`src/rtl/fwd_sel_ctrl.sv`:
```
`default_nettype none
// ============================================================================
//  Module   : fwd_sel_ctrl
//  Brief    : EX-stage operand forwarding select generation with load-use
//             hazard detection, stall request and bubble insertion.
//  Revision : 1.0
// ============================================================================
module fwd_sel_ctrl #(
    parameter int REG_ADDR_W = 5,
    parameter int CNT_W      = 16
) (
    input  logic                  clk,
    input  logic                  rst,
    input  logic                  id_valid,
    input  logic [REG_ADDR_W-1:0] id_rs,
    input  logic [REG_ADDR_W-1:0] id_rt,
    input  logic                  id_uses_rs,
    input  logic                  id_uses_rt,
    input  logic                  id_wr_en,
    input  logic [REG_ADDR_W-1:0] id_rd,
    input  logic                  id_is_load,
    input  logic                  flush,
    output logic                  stall,
    output logic [1:0]            fwd_sel_a,
    output logic [1:0]            fwd_sel_b,
    output logic [CNT_W-1:0]      stall_count
);

    localparam logic [1:0]            C_SEL_RF  = 2'd0;
    localparam logic [1:0]            C_SEL_MEM = 2'd1;
    localparam logic [1:0]            C_SEL_EX  = 2'd2;
    localparam logic [REG_ADDR_W-1:0] C_REG_ZERO = '0;
    localparam logic [CNT_W-1:0]      C_CNT_ONE  = {{(CNT_W-1){1'b0}}, 1'b1};

    logic                  r_ex_wr_en;
    logic                  r_ex_is_load;
    logic [REG_ADDR_W-1:0] r_ex_rd;
    logic                  r_mem_wr_en;
    logic [REG_ADDR_W-1:0] r_mem_rd;
    logic [1:0]            r_sel_a;
    logic [1:0]            r_sel_b;
    logic [CNT_W-1:0]      r_stall_count;

    logic       w_ex_hit_rs;
    logic       w_ex_hit_rt;
    logic       w_mem_hit_rs;
    logic       w_mem_hit_rt;
    logic       w_stall;
    logic       w_bubble;
    logic [1:0] w_next_sel_a;
    logic [1:0] w_next_sel_b;

    // Register zero is hard-wired, so a producer targeting it never matches.
    assign w_ex_hit_rs  = r_ex_wr_en  && (r_ex_rd  != C_REG_ZERO) && (r_ex_rd  == id_rs) && id_uses_rs;
    assign w_ex_hit_rt  = r_ex_wr_en  && (r_ex_rd  != C_REG_ZERO) && (r_ex_rd  == id_rt) && id_uses_rt;
    assign w_mem_hit_rs = r_mem_wr_en && (r_mem_rd != C_REG_ZERO) && (r_mem_rd == id_rs) && id_uses_rs;
    assign w_mem_hit_rt = r_mem_wr_en && (r_mem_rd != C_REG_ZERO) && (r_mem_rd == id_rt) && id_uses_rt;

    assign w_stall  = ~rst && id_valid && ~flush && r_ex_is_load && (w_ex_hit_rs || w_ex_hit_rt);
    assign w_bubble = w_stall || flush || ~id_valid;

    // The EX stage holds the most recent producer, so it outranks MEM.
    always_comb begin
        w_next_sel_a = C_SEL_RF;
        w_next_sel_b = C_SEL_RF;
        if (w_ex_hit_rs && ~r_ex_is_load) begin
            w_next_sel_a = C_SEL_EX;
        end else if (w_mem_hit_rs) begin
            w_next_sel_a = C_SEL_MEM;
        end
        if (w_ex_hit_rt && ~r_ex_is_load) begin
            w_next_sel_b = C_SEL_EX;
        end else if (w_mem_hit_rt) begin
            w_next_sel_b = C_SEL_MEM;
        end
    end

    always_ff @(posedge clk or posedge rst) begin
        if (rst) begin
            r_ex_wr_en    <= 1'b0;
            r_ex_is_load  <= 1'b0;
            r_ex_rd       <= '0;
            r_mem_wr_en   <= 1'b0;
            r_mem_rd      <= '0;
            r_sel_a       <= C_SEL_RF;
            r_sel_b       <= C_SEL_RF;
            r_stall_count <= '0;
        end else begin
            r_mem_wr_en <= r_ex_wr_en;
            r_mem_rd    <= r_ex_rd;
            if (w_bubble) begin
                r_ex_wr_en   <= 1'b0;
                r_ex_is_load <= 1'b0;
                r_ex_rd      <= '0;
                r_sel_a      <= C_SEL_RF;
                r_sel_b      <= C_SEL_RF;
            end else begin
                r_ex_wr_en   <= id_wr_en;
                r_ex_is_load <= id_is_load;
                r_ex_rd      <= id_rd;
                r_sel_a      <= w_next_sel_a;
                r_sel_b      <= w_next_sel_b;
            end
            if (w_stall && (r_stall_count != '1)) begin
                r_stall_count <= r_stall_count + C_CNT_ONE;
            end
        end
    end

    assign stall       = w_stall;
    assign fwd_sel_a   = r_sel_a;
    assign fwd_sel_b   = r_sel_b;
    assign stall_count = r_stall_count;

endmodule
`default_nettype wire

```
`config.mk`:
```
export PLATFORM = sky130hd
export DESIGN_NAME = fwd_sel_ctrl
export DESIGN_NICKNAME = d
export VERILOG_FILES = /design/src/rtl/fwd_sel_ctrl.sv
export SDC_FILE = /design/constraint.sdc
export NUM_CORES = 1
export LEC_CHECK = 0
export CORE_MARGIN = 1
export CORE_UTILIZATION = 51
export CTS_CLUSTER_DIAMETER = 100
export DETAILED_ROUTE_END_ITERATION = 10
export GPL_ROUTABILITY_DRIVEN = 0
export PLACE_DENSITY_LB_ADDON = 0.12
export SETUP_SLACK_MARGIN = 0.2
export SLEW_MARGIN = 20
export SYNTH_ARGS = -nofsm -noshare
export SYNTH_HDL_FRONTEND = slang
export SYNTH_SLANG_ARGS = --single-unit
```
`constraint.sdc`:
```
create_clock -name clk -period 4.2 [get_ports clk]
set_input_delay 0.42 -clock clk [delete_from_list [all_inputs] [get_ports clk]]
set_output_delay 0.42 -clock clk [all_outputs]
set_load 0.005 [all_outputs]
```
### Yosys cells after proc, flatten, opt, wreduce, memory -nomap -nowiden

Index checks and enable logic that the tools add are counted.

| cells by class | value |
|---|---|
| add/sub/neg operators | 1 |
| multiply operators | 0 |
| div/mod/pow operators | 0 |
| magnitude comparators | 0 |
| equal/unequal tests | 5 |
| shifts and indexed selects | 0 |
| multiplexer cells | 9 |
| bitwise gates (word level) | 4 |
| reduce and logical (&&, ||, !) cells | 22 |

Operators by type and width:

| cell | count |
|---|---|
| == test 5 bit | 4 |
| logical AND 1 bit | 17 |
| adder 16 x 1 -> 16 bit, second input constant | 1 |
| != test 16 bit, second input constant | 1 |
| nonzero test 5 bit | 2 |
| 2-to-1 mux 2 bit | 4 |
| 2-to-1 mux 5 bit | 1 |
| 2-to-1 mux 1 bit | 4 |
| inverter 1 bit | 4 |
| logical OR 1 bit | 3 |

| word-level totals | value |
|---|---|
| flip-flop bits (word level) | 33 |
| latch bits | 0 |
| RAM bits | 0 |
| ROM bits | 0 |
| input port bits | 23 |
| output and inout port bits | 21 |
| logic and storage cells | 49 |
| memories kept | 0 |

### Logic depth before layout (Yosys ltp)

| depth | value |
|---|---|
| word-level depth | 9 |
| mapped depth | 7 |
| mapped depth without buffers | 6 |

### Worst setup path after synthesis

Ideal clock, no wire load.

| timing path | value |
|---|---|
| path kind | reg2reg |
| start point | reg r_ex_rd[1] |
| end point | reg r_stall_count[1], in the netlist stall_count[1] |
| library setup time | 0.127 ns |
| data arrival time | 1.676 ns |
| required time | 4.073 ns |
| path slack | 2.397 ns |
| cell stages (with the launch flop) | 6 |
| path buffers | 0 |
| clock period less this slack | 1.803 ns |
| path through | dfrtp_1 or4_4 o211ai_4 a41oi_2 o21a_4 mux2_1 |

| on the way | value |
|---|---|
| word-level cells in the longest chain between the ends | 7 |
| elaborated cells between the ends (all ways) | 11 |
| classes of those cells | 2 x eq/ne; 9 x reduce/logical |

RTL lines:

| element | line | source |
|---|---|---|
| from (decl) | 37 | `logic [REG_ADDR_W-1:0] r_ex_rd;` |
| from (signal assigned) | 100 | `r_ex_rd <= id_rd;` |
| nonzero test 5 bit | 54, 55 |  |
| logical AND 1 bit | 54, 55 |  |
| logical AND 1 bit, on equally long branches (2 in a row) | 54, 55 |  |
| logical OR 1 bit (*) | 59 | `assign w_stall = ~rst && id_valid && ~flush && r_ex_is_load && (w_ex_hit_rs \|\| w_ex_hit_rt);` |
| logical AND 1 bit (*) | 59 |  |
| logical AND 1 bit (*) | 104 | `if (w_stall && (r_stall_count != '1)) begin` |
| to (signal assigned) | 105 | `r_stall_count <= r_stall_count + C_CNT_ONE;` |
| to (decl) | 42 | `logic [CNT_W-1:0] r_stall_count;` |

Every way passes the cells marked *; elsewhere a longest branch is shown, timed or not.
A chain may end at the register's enable or synchronous reset.

### Worst setup path in the final report

| timing path | value |
|---|---|
| start point | in id_rt[4] |
| end point | out stall |

| on the way | value |
|---|---|
| word-level cells in the longest chain between the ends | 5 |

RTL lines:

| element | line | source |
|---|---|---|
| from (decl) | 16 | `input logic [REG_ADDR_W-1:0] id_rt,` |
| == test 5 bit | 55 | `assign w_ex_hit_rt = r_ex_wr_en && (r_ex_rd != C_REG_ZERO) && (r_ex_rd == id_rt) && id_uses_rt;` |
| logical AND 1 bit (2 in a row) | 55 |  |
| logical OR 1 bit | 59 |  |
| logical AND 1 bit | 59 |  |
| to (decl) | 23 | `output logic stall,` |

Every way passes these cells.

==> metrics.md <==
| Metric | Value |
|---|---|
| Worst path bufs/invs | 2 |
| Final setup vio count | 0 |
| Antenna violations before repair | 0 |
| Fill cells | 213 |
| Simple-Gate Fraction of Synth Area | 20.53% |
| Synth area leader | dfrtp_1 |
| CP cell instances | clkdlybuf4s50_1, xnor2_1, nand4_1, nor3_1, nor2_1, nor2_1, clkdlybuf4s50_1 |
| Max Freq | 350.7 MHz |
| CTS Sinks | 33 |
| Max FO, Critical Path | 6 |
| Post-layout min period | 2852 ps |
| Avg Cell Area, Syn | 11.74 sq um |
| Max_slew headroom | 68.64% |
| Clk Latency, worst-skew pair | 330 ps |
| CP max-delay cell | clkdlybuf4s50_1 |
| DRT Wirelength | 3136 um |
| Post-CTS resize count | 0 |
| Setup tns final | 0 ps |
| Sequential cell area | 825.8 sq um |
| Post-synth top area share | 52.51% |
| Fraction of layout cells with a size suffix above 1 | 7.568% |
| Most frequent cells in the layout | clkdlybuf4s50_1, dfrtp_1, xnor2_1, xor2_1, nand4_1 |
| TritonCTS Buffers | 5 |
| Diode count | 0 |
| HP Class | in2async |
| Top delay family on crit path | buffers and inverters |
| Number of buffers inserted by hold repair at cts | 0 |
| Synth Area in Compound Gates | 5.012% |
| Number of global-route vias before repair | 1243 |
| Row cnt | 19 |
| Iteration-0 DRC Markers | 32 |
| CP peak stage delay | 510 ps |
| Core Area | 2829 sq um |
| Cells after synthesis | 134 |
| CTS tree | done |
| Vias per cell | 5.583 |
| Dominant cells by area after synthesis | dfrtp_1, xnor2_1, xor2_1 |
| Die W | 57.53 um |
| H-tree depth | 2 |
| Area grow syn2layout | 33.09% |
| Max-slew violation count | 0 |
| GRT Util Overall | 21.86% |
| Final count of hold timing violations | 0 |
| Main combinational cell family by area after synthesis | simple AND/OR/NAND/NOR gates |
| DRC violations left | 4 |
| CP Capture Type | primary output |
| Max-cap check violation count | 0 |
| Post-CTS setup repair buffer count | 0 |
| Post-synthesis sequential area ratio | 52.51% |
| Post-detail-place hpwl | 2434 um |
| Synth Cell Area | 1573 sq um |
| Commonest non-fill, non-tap cell in the layout | clkdlybuf4s50_1 |
| Die Y | 57.53 um |
| Initial Util | 55.59% |
| Area occupied by multi-input gates | 732.0 sq um |
| Pre-CTS setup slack | 1356 ps |
| Tightest Pin Transition | 469.9 ps |
| Setup slack after layout | 1348 ps |
| First-pass GRT wire length | 5430 um |
| Nets | 208 |
| Pwr Density | 264.8 nW/um^2 |
| Number of synthesized register bits | 33 |
| Drt wl/cell | 14.52 um |
| Period utilisation layout | 67.90% |
| Vias | 1206 |
| Largest net degree at the start of global routing | 22 |
| Peak VDD IR | 0.1701 mV |
| Violated checks | DRC |
| # IOs | 44 |
| Post-Layout Inst Area | 2093 sq um |
| Xor/xnor cell area share of the yosys netlist | 19.49% |
| Mux share of post-synthesis cell area | 0.7160% |
| Drt first pass iters | 7 |
| Worst-path clk slew | 100 ps |
| Clk buf depth | 2 |
| Critical Path RT | 3780 ps |
| Adder-cell share of the synthesized area | 0.7955% |
| Synth Warn # | 0 |
| WP data arrival | 2430 ps |
| Root buf cell | clkbuf_4 |
| Status | finished, violations left |
| Die area | 3310 sq um |
| CP Class | in2out |
| Cell variety after synth | 26 |
| RSZ-0062 raised after global routing | no |
| Synthesized Nets | 158 |
| CP startpoint kind | primary input |
| Input/output buffers | 43 |
| Cell leakage power | 0.9099 nW |
| Overflow left after global routing | 0 |
| Post-route ant nets | 0 |
| Clock skew | 10.92 ps |
| Placement Cell Area | 2038 sq um |
final cells by class:
cell class	count	share of cell area (%)
Inverter	1	0.1793
Sequential cell	33	39.45
Multi-Input combinational cell	99	34.97
Tap cell	31	1.853
Clock buffer	5	1.793
Clock inverter	3	0.8368
Timing Repair Buffer	44	20.92
kinds of logic (layout without fill, tap and decap cells):
group,count (synthesis),in the layout
AND/OR/NAND/NOR,55,55
XOR/XNOR,35,35
multiplexers,1,1
buffers and inverters,2,53
flip-flops,33,33
adder cells (fa/ha/maj),1,1
AO/OA/AOI/OAI,7,7
routing by layer:
metal	GRT usage (%)	vias up	routed length [um]
met5	0	-	0
met4	10.45	0	45
met3	4.762	6	202
met2	35.05	50	1476
met1	28.21	574	1412
li1	-	576	-
power by group:
part           internal, mW  switching [mW]
Sequential            0.322         0.00641
Combinational        0.0321          0.0232
Clock                0.0630           0.107
Total                 0.417           0.137
worst paths after layout:
kind,startpoint,end,slack (ps),depth (start not counted)
max,id_rt[4],stall,1350,7
min,rst,stall_count[3],420,2
min in group clk,r_ex_wr_en,r_mem_wr_en,460,0
max in group asynchronous,rst,r_ex_rd[1],3140,3
max reg2reg,r_ex_rd[0],r_ex_rd[1],2230,6
min reg2reg,r_ex_wr_en,r_mem_wr_en,460,0
registers in the layout, indices dropped and copies added, names as in the netlist:
signal / cells
r_ex_rd: 5
fwd_sel_b: 2
stall_count: 16
r_ex_is_load: 1
r_mem_wr_en: 1
r_mem_rd: 5
fwd_sel_a: 2
r_ex_wr_en: 1
cells in the mapped netlist, drive strengths merged:
| cell type | n |
|---|---|
| and4 | 2 |
| nor3 | 3 |
| nand2 | 6 |
| nand3 | 1 |
| and2 | 8 |
| o2111ai | 1 |
| buf | 1 |
| nand4 | 13 |
| o21ai | 2 |
| nor4 | 2 |
| a41oi | 1 |
| nor2 | 10 |
| or4b | 2 |
| xor2 | 15 |
| and4bb | 1 |
| inv | 1 |
| or4 | 1 |
| nor2b | 1 |
| o211ai | 1 |
| dfrtp | 33 |
| mux2 | 1 |
| o21a | 2 |
| xnor2 | 20 |
| ha | 1 |
| and3 | 5 |
per-stage QoR:
step | power, mW | hold WS, ps | instances | utilization [%]
after global routing | 0.5831 | 431.2 | 216 | 73.99
after CTS | 0.5607 | 425.9 | 216 | 73.99
after floorplan | 0.3590 | 419.1 | 134 | -
after detailed placement | 0.3907 | 437.8 | 208 | 72.05
final | 0.5542 | 420.7 | 216 | 73.99
after global placement | 0.3884 | 428.9 | 208 | 72.05
No activity file was read; power rests on OpenSTA's default activity.
